## config.mk

```make
export PLATFORM = sky130hd
export DESIGN_NAME = ucode_sequencer
export DESIGN_NICKNAME = d
export VERILOG_FILES = /design/src/rtl/ucode_sequencer.sv
export SDC_FILE = /design/constraint.sdc
export NUM_CORES = 1
export LEC_CHECK = 0
export BUFFER_PORTS_ARGS = -buffer_cell sky130_fd_sc_hd__clkbuf_2
export CORE_AREA = 5 5 56 58
export DETAILED_ROUTE_END_ITERATION = 7
export DIE_AREA = 0 0 61 63
export HOLD_SLACK_MARGIN = 0.12
export PLACE_DENSITY = 0.79
export SYNTH_ARGS = -nofsm -noshare
export SYNTH_HDL_FRONTEND = slang
export SYNTH_SLANG_ARGS = --single-unit
export TNS_END_PERCENT = 10
```

## constraint.sdc

```tcl
create_clock -name clk -period 2 [get_ports clk]
set_input_delay 0.3 -clock clk [delete_from_list [all_inputs] [get_ports clk]]
set_output_delay 0.3 -clock clk [all_outputs]
set_load 0.02 [all_outputs]
```

## src/rtl/ucode_sequencer.sv

```systemverilog
// Microcode sequencer: owns the instruction register and the T-state counter and picks the control word for each cycle.
// Optional single-step mode is enabled by defining UCODE_SEQ_STEP_EN.
module ucode_sequencer #(
  parameter logic [15:0] FETCH0_UINSTR = 16'h0000,
  parameter logic [15:0] FETCH1_UINSTR = 16'h0000,
  parameter int          RT_BIT        = 15
) (
  input  logic        clk,
  input  logic        reset,
  input  logic        mem_ready,
  input  logic        halt,
  input  logic [15:0] bus_in,
  input  logic [15:0] rom_uinstr,
`ifdef UCODE_SEQ_STEP_EN
  input  logic        step,
  output logic        stepping,
`endif
  output logic [15:0] instr,
  output logic [2:0]  T,
  output logic [15:0] uinstr,
  output logic        instr_done
);

  logic [15:0] instr_q, instr_d;
  logic [2:0]  t_q, t_d;
  logic        advance;
  logic        gate_ok;

`ifdef UCODE_SEQ_STEP_EN
  logic step_q;
  logic armed_q, armed_d;

  // T0 only leaves when a step edge has armed us; later T-states run freely.
  assign gate_ok  = (t_q != 3'd0) || armed_q;
  assign stepping = (t_q == 3'd0) && !armed_q;

  always_comb begin
    armed_d = armed_q;
    if (step && !step_q) armed_d = 1'b1;
    else if (instr_done) armed_d = 1'b0;
  end

  always_ff @(posedge clk) begin
    if (reset) begin
      step_q  <= 1'b0;
      armed_q <= 1'b0;
    end else begin
      step_q  <= step;
      armed_q <= armed_d;
    end
  end
`else
  assign gate_ok = 1'b1;
`endif

  always_comb begin
    uinstr = rom_uinstr;
    if (t_q == 3'd0)      uinstr = FETCH0_UINSTR;
    else if (t_q == 3'd1) uinstr = FETCH1_UINSTR;

    advance = mem_ready && !(t_q == 3'd0 && halt) && gate_ok;

    t_d     = t_q;
    instr_d = instr_q;
    if (advance) begin
      case (t_q)
        3'd0: t_d = 3'd1;
        3'd1: begin
          t_d     = 3'd2;
          instr_d = bus_in;
        end
        // RT is only honoured once fetch is complete.
        default: t_d = (rom_uinstr[RT_BIT] || t_q == 3'd7) ? 3'd0 : t_q + 3'd1;
      endcase
    end

    instr_done = advance && (t_d == 3'd0) && (t_q != 3'd0);
  end

  always_ff @(posedge clk) begin
    if (reset) begin
      t_q     <= 3'd0;
      instr_q <= 16'h0000;
    end else begin
      t_q     <= t_d;
      instr_q <= instr_d;
    end
  end

  assign T     = t_q;
  assign instr = instr_q;

endmodule

```

Word level (Yosys, flattened, before mapping)
Index checks and enable logic that the tools add are counted.
Widths: inputs -> output; s select.
- input port bits: 36
- logic and storage cells: 20
- flip-flop bits (word level): 19
- muxes and demuxes: 5
- $add $sub $neg: 1
- equal/unequal tests: 2
- reduce and logical (&&, ||, !) cells: 10
- operators with widths (cell ; count):
    $mux 16 ; 2
    $logic_not 3->1 ; 2
    $mux 3 ; 2
    $pmux 3 s2 ; 1
    $logic_and 1x1->1 ; 4
    $add 3x1->3 const B ; 1
    $eq 3x1->1 const B ; 1
    $eq 3x3->1 const B ; 1
    $reduce_bool 3->1 ; 1
    $reduce_and 2->1 ; 1
    $logic_not 1->1 ; 1
    $logic_or 1x1->1 ; 1

Depth between registers and ports, before layout
- depth in word-level cells: 8
- mapped depth: 8
- depth with buffers taken out: 6

Worst setup path before layout
OpenSTA, ideal clock, no wires.
- kind: register -> output
- start point: register t_q[1], in the netlist T[1]
- end point: output instr_done
- stages on the path, launching flop included: 8
- arrival: 1.622 ns
- path buffers: 1
- setup slack: 0.078 ns
- data required time: 1.700 ns
- path through: dfxtp_1 inv_1 ha_1 nor2b_2 and3_1 buf_6 a21oi_2 and4_1
- word-level cells in the longest chain between the ends: 8
- ends and longest elaborated chain (what ; line ; text):
    start: declaration ; 25 ; logic [2:0] t_q, t_d;
    start signal: assignment ; 85 ; t_q <= t_d;
    parallel branches: the longest is 7 deep, another holds $add 3x1->3 ; -- ;
    $logic_and 1x1->1 * ; 77 ; instr_done = advance && (t_d == 3'd0) && (t_q != 3'd0);
    end: declaration ; 21 ; output logic instr_done
Mark *: on every way between the ends.

Final worst setup path
- start point: register t_q[0], in the netlist T[0]
- end point: output instr_done
The elaborated chain is that of the path after synthesis.

==> results.md <==
| Stage | Result | Value |
| --- | --- | --- |
| clock network | Root Buffer | clkbuf_4 |
| run | Max-Cap Viols | 0 |
| placement | Worst slack, placed | 215.9 ps |
| logic synthesis | Number of nets produced by synthesis | 157 |
| clock network | Count of hold buffers inserted by post-cts repair | 0 |
| hold path | Worst hold path type | in2reg |
| power and ir drop | Pwr dens | 631.3 mW/mm^2 |
| finish | Core utilization of the finished layout | 53.25% |
| grt | Remaining Overflow, GRT | 0 |
| grt | Pin count of the biggest net entering global routing | 20 |
| drt | Detailed-router iteration count before antenna repair | 4 |
| floorplan | Area enclosed by the die boundary | 0.003843 mm^2 |
| power and ir drop | Worst vdd rail ir drop | 0.4071 mV |
| drt | Amount of wire on met3 after detailed routing | 127 um |
| clock network | Clock edge transition at the registers on the reported setup and hold paths | 100 ps |
| drt | Met1 wire length | 1.003 mm |
| drt | Routed Wire Length | 2.586 mm |
| finish | Commonest cells after routing, fill and taps aside | 70 x clkbuf_2, 35 x nand2_1, 18 x a21oi_1 |
| setup path | Type of the setup path with the least slack | reg2out |
| drt | Post-DR wirelength/cell | 11.75 um |
| timing | Count of final hold-check violations | 0 |
| drt | Residual DRC count | 0 |
| clock network | Buffer levels on the longest clock path | 2 |
| clock network | TritonCTS buffer count | 3 |
| finish | Share of final-layout standard cells stronger than drive strength 1 | 47.62% |
| finish | Post-layout nets | 230 |
| logic synthesis | Syn Inst Count | 117 |
| logic synthesis | Post-synth cell types | 24 |
| floorplan | Horiz. Die Dim | 61 um |
| drt | Total number of vias | 994 |
| logic synthesis | Leading cell types by total area after synthesis | dfxtp_1 42%, nand2_1 14%, and2_1 11%, a21oi_1 9.8%, ha_1 5.5% |
| placement | Port Buffers | 71 |
| timing | Final period utilization | 98.53% |
| floorplan | Top-level I/O count | 72 |
| finish | Count of antenna diodes in the layout | 0 |
| timing | Worst clock skew | 3.145 ps |
| logic synthesis | Number of synthesized register bits | 19 |
| drt | DR top layer | met4 |
| status | Outcome | complete, no violations |
| grt | Via count of the first global-routing pass | 933 |
| finish | Growth of design area from synthesis to finish | 52.26% |
| logic synthesis | Fraction of synthesized cell area taken by the top area cell type | 41.59% |
| setup path | Maximum net fanout on the critical path | 4 |
| floorplan | Vertical die dimension | 63 um |
| setup path | Launching element type of the critical path | register |
| clock network | H-tree depth | 1 |
| timing | Setup repair after global routing missed its margin | yes |
| placement | Final estimated routing congestion in global placement | 0.8733 |
| logic synthesis | Synthesized area | 914.6 um^2 |
| timing | Max transition margin | 73.99% |
| setup path | CP arrival | 1670 ps |
| timing | Transition time at the pin with the least slew margin | 390.2 ps |
| grt | Number of antenna violations at the first check in global routing | 0 |
| grt | Global-route total usage across every layer | 13.63% |
| finish | Leading cell type in the layout, fill and taps excluded | clkbuf_2 |
| grt | Global-route wire length before repair | 4.126 mm |
| clock network | Total number of clock tree sinks | 19 |
| power and ir drop | Leak | 0.6637 nW |
| drt | Met2 wire length | 1.426 mm |
| timing | Final Worst Setup Slack | 29.34 ps |
| logic synthesis | Top cell type by total area after synthesis | dfxtp_1 |
| logic synthesis | Avg Inst Size Synth | 7.817 um^2 |
| drt | Average via count per standard cell | 4.518 |
| timing | Final slew viol count | 0 |
| floorplan | Area of the core | 0.002615 mm^2 |
| setup path | Data required time of the worst path | 1700 ps |
| floorplan | Initial standard-cell utilization of the core | 34.98% |
| clock network | Clock tree from TritonCTS | yes |
| floorplan | Floorplan row count | 19 |
| clock network | Clock latency of the later-clocked register in the worst-skew pair | 290 ps |
| timing | Peak clock frequency supported by timing | 507.4 MHz |
| logic synthesis | Warnings from Yosys | 0 |
| logic synthesis | Proportion of synthesized chip area in sequential cells | 41.59% |
| drt | Starting DRT DRC Count | 17 |
| setup path | Category of the worst setup path capture point | output port |
| drt | Count of nets left with antenna violations after detail routing | 0 |
| timing | Minimum clock period after layout | 1971 ps |
| placement | Dpl hpwl | 1.976 mm |
| timing | Setup violation total in the final timing report | 0 |
worst paths after layout:
check             depth (start not counted)                   from  slack, ps                     end
setup / recovery                          6        T[0]$_SDFF_PP0_         30              instr_done
hold / removal                            3              bus_in[9]        220   instr[9]$_SDFFE_PP0P_
setup reg to reg                          7        T[0]$_SDFF_PP0_        590  instr[14]$_SDFFE_PP0P_
hold reg to reg                           2  instr[9]$_SDFFE_PP0P_        460   instr[9]$_SDFFE_PP0P_
routing by layer:
metal / vias to the layer above / GRT usage, %
met5: - / 0
met4: 0 / 4.607
met3: 2 / 2.686
met2: 22 / 24.87
met1: 441 / 14.96
li1: 529 / -
power by group:
part	switching [mW]	internal [mW]	total, mW
Clock	0.109	0.0775	0.187
Sequential	0.0158	0.394	0.410
Combinational	0.163	0.120	0.283
Total	0.288	0.591	0.879
registers in the layout, indices dropped and copies added (netlist names):
name   flops
T          3
instr     16
cell usage after synthesis:
master and count:
a211oi_1 2, a21oi_1 18, a21oi_2 1, a31oi_1 1, and2_1 16, and3_1 1
and4_1 1, buf_4 1, buf_6 1, buf_8 1, clkbuf_1 3, dfxtp_1 19
ha_1 4, inv_1 2, nand2_1 35, nand2b_1 1, nand3_1 1, nand4_1 1
nor2_1 2, nor2b_2 1, o21a_1 1, o21ai_0 2, or2_2 1, or2b_1 1
cells by family (layout without fill, tap and decap cells):
family,Yosys count,after routing,synth area share (%)
AND/OR/NAND/NOR,61,61,32.15
adder cells (fa/ha/maj),4,4,5.472
buffers and inverters,8,80,5.746
flip-flops,19,19,41.59
AO/OA/AOI/OAI,25,25,15.05
critical path, cell delays in order (launching register included):
cell	delay [ps]
dfxtp_4	390
ha_4	170
ha_4	230
o21a_1	160
o21ai_1	100
and4_1	190
clkbuf_8	140
what timing repair did:
item | CTS | global route
gates resized for setup | 14 | 8
pin swaps | 2 | 0
setup buffers | 1 | 0
endpoints found under the setup margin | 17 | 1
metrics by stage:
step           power (mW)  std cells  instance area, um^2  hold slack [ps]  setup TNS (ps)
3_5_place_dp       0.6765        215                 1279            449.3               0
5_1_grt            0.9456        220                 1393            205.5          -61.04
2_1_floorplan      0.5818        117                914.6            396.6               0
4_1_cts            0.8853        220                 1351            204.3               0
3_3_place_gp       0.6742        215                 1279            442.5               0
6_report           0.8791        220                 1393            219.3               0
cell type report:
| class | count | area, um^2 |
|---|---|---|
| clock buffers | 4 | 26.28 |
| well taps | 31 | 38.79 |
| inverters | 2 | 12.51 |
| flip-flops and latches | 19 | 389.1 |
| fillers | 279 | 1222 |
| repair buffers | 74 | 386.6 |
| multi-input cells | 90 | 539.3 |
Note: power is estimated with default switching activity, not from simulation.
